===== src/rtl/fetch_if.sv =====
// Bundle between the fetch stage, the instruction memory, the hazard/redirect
// logic and the decode stage. The master side is the fetch stage itself.
interface fetch_if #(
  parameter int CNT_W = 16
);
  logic             stall;
  logic             redirect;
  logic [9:0]       redirect_target;
  logic [31:0]      instruction;
  logic [9:0]       read_address;
  logic [31:0]      ifid_instruction;
  logic [9:0]       ifid_pc;
  logic [9:0]       ifid_pc_plus4;
  logic             ifid_valid;
  logic             halted;
  logic             misaligned;
  logic [CNT_W-1:0] fetch_count;

  modport master (
    input  stall, redirect, redirect_target, instruction,
    output read_address, ifid_instruction, ifid_pc, ifid_pc_plus4,
           ifid_valid, halted, misaligned, fetch_count
  );

  modport slave (
    output stall, redirect, redirect_target, instruction,
    input  read_address, ifid_instruction, ifid_pc, ifid_pc_plus4,
           ifid_valid, halted, misaligned, fetch_count
  );
endinterface


===== src/rtl/fetch_stage.sv =====
// Instruction-fetch stage: owns the PC, addresses the instruction memory and
// fills the IF/ID register, with stall, redirect/flush, start bubble and halt.
module fetch_stage #(
  parameter logic [9:0] RESET_PC    = 10'd0,
  parameter logic [5:0] HALT_OPCODE = 6'b111111,
  parameter int         CNT_W       = 16
) (
  input  logic  clk,
  input  logic  reset,
  fetch_if.master bus
);

  typedef enum logic [1:0] {
    ST_START,
    ST_RUN,
    ST_HALT
  } state_t;

  state_t           state_reg;
  logic [9:0]       pc_reg;
  logic [31:0]      ifid_instr_reg;
  logic [9:0]       ifid_pc_reg;
  logic [9:0]       ifid_pc_plus4_reg;
  logic             ifid_valid_reg;
  logic             halted_reg;
  logic             misaligned_reg;
  logic [CNT_W-1:0] count_reg;

  // The memory samples the address on negedge, so the PC goes out unregistered.
  assign bus.read_address     = pc_reg;
  assign bus.ifid_instruction = ifid_instr_reg;
  assign bus.ifid_pc          = ifid_pc_reg;
  assign bus.ifid_pc_plus4    = ifid_pc_plus4_reg;
  assign bus.ifid_valid       = ifid_valid_reg;
  assign bus.halted           = halted_reg;
  assign bus.misaligned       = misaligned_reg;
  assign bus.fetch_count      = count_reg;

  always_ff @(posedge clk or posedge reset) begin
    if (reset) begin
      state_reg         <= ST_START;
      pc_reg            <= RESET_PC;
      ifid_instr_reg    <= '0;
      ifid_pc_reg       <= '0;
      ifid_pc_plus4_reg <= '0;
      ifid_valid_reg    <= 1'b0;
      halted_reg        <= 1'b0;
      misaligned_reg    <= 1'b0;
      count_reg         <= '0;
    end else begin
      case (state_reg)
        ST_START: begin
          state_reg <= ST_RUN;
        end
        ST_RUN: begin
          if (bus.redirect) begin
            pc_reg            <= {bus.redirect_target[9:2], 2'b00};
            ifid_instr_reg    <= '0;
            ifid_pc_reg       <= '0;
            ifid_pc_plus4_reg <= '0;
            ifid_valid_reg    <= 1'b0;
            if (bus.redirect_target[1:0] != 2'b00) begin
              misaligned_reg <= 1'b1;
            end
          end else if (!bus.stall) begin
            ifid_instr_reg    <= bus.instruction;
            ifid_pc_reg       <= pc_reg;
            ifid_pc_plus4_reg <= pc_reg + 10'd4;
            ifid_valid_reg    <= 1'b1;
            if (count_reg != {CNT_W{1'b1}}) begin
              count_reg <= count_reg + 1'b1;
            end
            // The halt word itself is delivered; only the PC advance stops.
            if (bus.instruction[31:26] == HALT_OPCODE) begin
              state_reg  <= ST_HALT;
              halted_reg <= 1'b1;
            end else begin
              pc_reg <= pc_reg + 10'd4;
            end
          end
        end
        ST_HALT: begin
          halted_reg        <= 1'b1;
          ifid_instr_reg    <= '0;
          ifid_pc_reg       <= '0;
          ifid_pc_plus4_reg <= '0;
          ifid_valid_reg    <= 1'b0;
        end
        default: begin
          state_reg <= ST_START;
        end
      endcase
    end
  end

endmodule

===== src/flat_wrapper.sv =====
// flat-port wrapper written by rule: the top's interface ports become plain ports
module fetch_stage_flat 
#(
  parameter logic [9:0] RESET_PC    = 10'd0,
  parameter logic [5:0] HALT_OPCODE = 6'b111111,
  parameter int         CNT_W       = 16
)
  (clk, reset, bus_stall, bus_redirect, bus_redirect_target, bus_instruction, bus_read_address, bus_ifid_instruction, bus_ifid_pc, bus_ifid_pc_plus4, bus_ifid_valid, bus_halted, bus_misaligned, bus_fetch_count);
  fetch_if #(.CNT_W(CNT_W)) bus_i ();
  input  logic clk;
  input  logic reset;
  input wire logic [$bits(bus_i.stall)-1:0] bus_stall;
  input wire logic [$bits(bus_i.redirect)-1:0] bus_redirect;
  input wire logic [$bits(bus_i.redirect_target)-1:0] bus_redirect_target;
  input wire logic [$bits(bus_i.instruction)-1:0] bus_instruction;
  output wire logic [$bits(bus_i.read_address)-1:0] bus_read_address;
  output wire logic [$bits(bus_i.ifid_instruction)-1:0] bus_ifid_instruction;
  output wire logic [$bits(bus_i.ifid_pc)-1:0] bus_ifid_pc;
  output wire logic [$bits(bus_i.ifid_pc_plus4)-1:0] bus_ifid_pc_plus4;
  output wire logic [$bits(bus_i.ifid_valid)-1:0] bus_ifid_valid;
  output wire logic [$bits(bus_i.halted)-1:0] bus_halted;
  output wire logic [$bits(bus_i.misaligned)-1:0] bus_misaligned;
  output wire logic [$bits(bus_i.fetch_count)-1:0] bus_fetch_count;
  assign bus_i.stall = bus_stall;
  assign bus_i.redirect = bus_redirect;
  assign bus_i.redirect_target = bus_redirect_target;
  assign bus_i.instruction = bus_instruction;
  assign bus_read_address = bus_i.read_address;
  assign bus_ifid_instruction = bus_i.ifid_instruction;
  assign bus_ifid_pc = bus_i.ifid_pc;
  assign bus_ifid_pc_plus4 = bus_i.ifid_pc_plus4;
  assign bus_ifid_valid = bus_i.ifid_valid;
  assign bus_halted = bus_i.halted;
  assign bus_misaligned = bus_i.misaligned;
  assign bus_fetch_count = bus_i.fetch_count;
  fetch_stage #(.RESET_PC(RESET_PC), .HALT_OPCODE(HALT_OPCODE), .CNT_W(CNT_W)) u_core (.clk(clk), .reset(reset), .bus(bus_i));
endmodule

===== config.mk =====
export PLATFORM = sky130hd
export DESIGN_NAME = fetch_stage_flat
export DESIGN_NICKNAME = d
export VERILOG_FILES = /design/src/rtl/fetch_if.sv /design/src/rtl/fetch_stage.sv /design/src/flat_wrapper.sv
export SDC_FILE = /design/constraint.sdc
export NUM_CORES = 1
export LEC_CHECK = 0
export CAP_MARGIN = 20
export CORE_AREA = 2 2 67 117
export CTS_CLUSTER_DIAMETER = 30
export DETAILED_ROUTE_END_ITERATION = 16
export DIE_AREA = 0 0 69 119
export PLACE_DENSITY_LB_ADDON = 0.05
export SLEW_MARGIN = 5
export SYNTH_ARGS = -nofsm -noshare
export SYNTH_HDL_FRONTEND = slang
export SYNTH_SLANG_ARGS = --single-unit

===== constraint.sdc =====
create_clock -name clk -period 3.9 [get_ports clk]
set_clock_uncertainty 0.1 [all_clocks]
set_input_delay 0.78 -clock clk [delete_from_list [all_inputs] [get_ports clk]]
set_output_delay 0.78 -clock clk [all_outputs]
set_load 0.005 [all_outputs]

==> flow_summary.yaml <==
synth:
  synth_edf_count: 0
  syn_inst: 276
  syn_area_per_cell_um2: 12.1
  synth-seq-area-share_pct: 58.3
  syn-cell-area_um2: 3350
  ys_ff_latch: 78
  ys_types: 43
  yosysTopAreaCellShare_pct: 58.3
  synthTopCellsByArea: "dfrtp_1, a22o_1, xnor2_1"
  yosys_warnings: 0
  async_reset_ff_share_pct: 100
  yosys.area.top_type: "dfrtp_1"
  synthFlopType: "dfrtp_1"
global_route:
  grt_start_max_net_pins: 49
  grt_first_pass_wirelength_mm: 14.0
  first_global_vias: 2738
  antenna_found_initial: 0
  grt_use_total_pct: 21.5
  grt-ovfl-total: 0
clock_network:
  clock_sink_count: 78
  cts_tree: "built"
  clkTransAtPathRegs_ns: 0.06
  clock_latency_ns: 0.33
  cts_made_buffers: 9
  cts-root-buf: "clkbuf_16"
  clk_path_buf_depth: 2
  htreeDepth: 3
  post_cts_resized: 0
  cts_setup_buffers: 0
  postCtsHoldBufs: 0
final_layout:
  nets: 444
  largest_reg_flops: 32
  layout-drive-gt1-share_pct: 7.98
  fill_cells: 595
  synthToLayoutAreaGrowth_pct: 49.7
  antenna-diode-count: 0
  stdcell_area_um2: 5010
setup_path:
  slowest_delay_ns: 0.51
  r2r-end: "u_core.bus.fetch_count[1]"
  crit_path_start_kind: "primary input"
  path_max_fanout: 48
  endpoint: "u_core.bus.fetch_count[2]"
  startpoint: "bus_redirect"
  endpoint_kind: "register"
  reg2reg_slack_ns: 1.85
  slowest_stage: "buf_4"
  cp.depth: 7
  reg2reg_from: "u_core.state_reg[1]"
  cp_top_family: "buffers and inverters"
  crit_type: "primary input to register"
  required_ns: 4.05
  critPathArrivalTime_ns: 2.74
  r2r_cells: 3
  path_common_cell: "buf_4"
  path_buf_inv: 3
  path_cells: "clkdlybuf4s50_1 > buf_4 > nor4b_4 > buf_4 > nand2_1 > nor2_1 > xor2_1"
sta:
  finalCriticalPeriod_ns: 2.59
  fin_tns_setup_ns: 0
  rsz0062_at_grt: "false"
  slew_viol_final: 0
  setup_viol: 0
  worstMarginPinSlew_ns: 0.760
  fin_crit_sh_pct: 66.3
  hold_violations: 0
  max_freq_mhz: 386
  relSlewSlack_pct: 49.3
detailed_routing:
  wirelength_mm: 8.66
  avgViaCountPerCell: 5.58
  drc: 0
  drt_iter0_drc: 142
  ant_nets: 0
  via_count: 2729
  wl_per_cell_um: 17.7
  dr.pass1.iters: 4
power:
  ir_worst_vdd_mv: 0.325
  p_leak_nw: 2.19
  powerDensity_nw_per_um2: 478
place:
  dp_hpwl_mm: 6.01
  dpl_cell_area_um2: 4650
  io_buffers: 124
  gp_congestion: 0.785
die:
  die_x_um: 69
  core_um2: 7360
  dieArea_um2: 8210
  ios: 127
  initial_utilization_pct: 45.5
  num_rows: 42
  dieHeight_um: 119
min_path:
  hold_class: "register to register"
status:
  status: "finished clean"
job:
  cap_violations: 0
==> metrics by stage <==
step / worst slack (ns) / util [%] / total power [mW] / cells / hold slack [ns]
floorplan: 1.02 / - / 1.17 / 277 / 0.365
global placement: 0.911 / 63.2 / 1.45 / 472 / 0.362
detailed placement: 0.808 / 63.2 / 1.45 / 472 / 0.371
CTS: 1.17 / 68.0 / 2.42 / 488 / 0.382
global route: 1.17 / 68.1 / 2.49 / 489 / 0.406
finish: 1.31 / 68.1 / 2.39 / 489 / 0.381
==> layer usage <==
metal  wire length [µm]  vias to the layer above  GRT usage (%)  share of wire, %
met3                446                       10           5.67               5.2
met2               4640                       86           36.3                54
met4                131                        0           8.95               1.5
met1               3440                     1367           25.8                40
li1                   -                     1266              -                 -
met5                  0                        -              0                 0
==> worst min path at each step <==
| stage | depth (start not counted) | from | to |
|---|---|---|---|
| 3_5_place_dp | 1 | u_core.bus.misaligned | u_core.bus.misaligned |
| 5_1_grt | 1 | u_core.bus.ifid_valid | u_core.bus.ifid_valid |
| 4_1_cts | 1 | u_core.bus.misaligned | u_core.bus.misaligned |
| 3_3_place_gp | 1 | u_core.bus.ifid_valid | u_core.bus.ifid_valid |
| 2_1_floorplan | 1 | u_core.bus.halted | u_core.bus.halted |
| 6_report | 1 | u_core.bus.misaligned | u_core.bus.misaligned |
==> synth_stat cells (all sizes together) (7+ instances only) <==
| master | count |
|---|---|
| dfrtp | 78 |
| a22o | 44 |
| nand2 | 15 |
| buf | 12 |
| o21ai | 12 |
| xnor2 | 11 |
| clkbuf | 10 |
| nor2 | 10 |
| a31oi | 8 |
| nand3 | 7 |
| nand4 | 7 |
==> cell usage in the layout (no fill, tap or decap), types with 7 or more instances in the layout <==
master	instances
o21ai_0	12
nand2_1	15
clkdlybuf4s50_1	124
a31oi_1	8
xnor2_1	11
dfrtp_1	78
a22o_1	44
nor2_1	9
clkbuf_16	9
nand3_1	7
==> layout make-up <==
cell class / instances / area (µm²) / share of cell area [%]
clock buffers: 14 / 294 / 5.87
clock inverters: 2 / 60.1 / 1.20
inverters: 3 / 12.5 / 0.250
multi-input cells: 174 / 1280 / 25.6
flip-flops and latches: 78 / 1950 / 39.0
well taps: 88 / 110 / 2.20
repair buffers: 130 / 1300 / 25.9
==> cell families after synthesis <==
kind of cell / count (synthesis) / synth area share [%]
muxes: 3 / 0.972
xor gates and xnor gates: 17 / 4.45
adders and majority gates: 2 / 0.748
other: 1 / 0.112
buffers and inverters: 25 / 3.81
DFF: 78 / 58.3
AOI/OAI and AO/OA: 83 / 18.9
and+or+nand+nor: 67 / 12.7
==> where the power goes <==
part | total, mW | internal [mW] | switching, mW
clock network | 0.958 | 0.648 | 0.310
logic | 0.432 | 0.268 | 0.164
registers | 1.00 | 0.894 | 0.110
total | 2.39 | 1.81 | 0.584
Power figures use the tool's default switching activity.
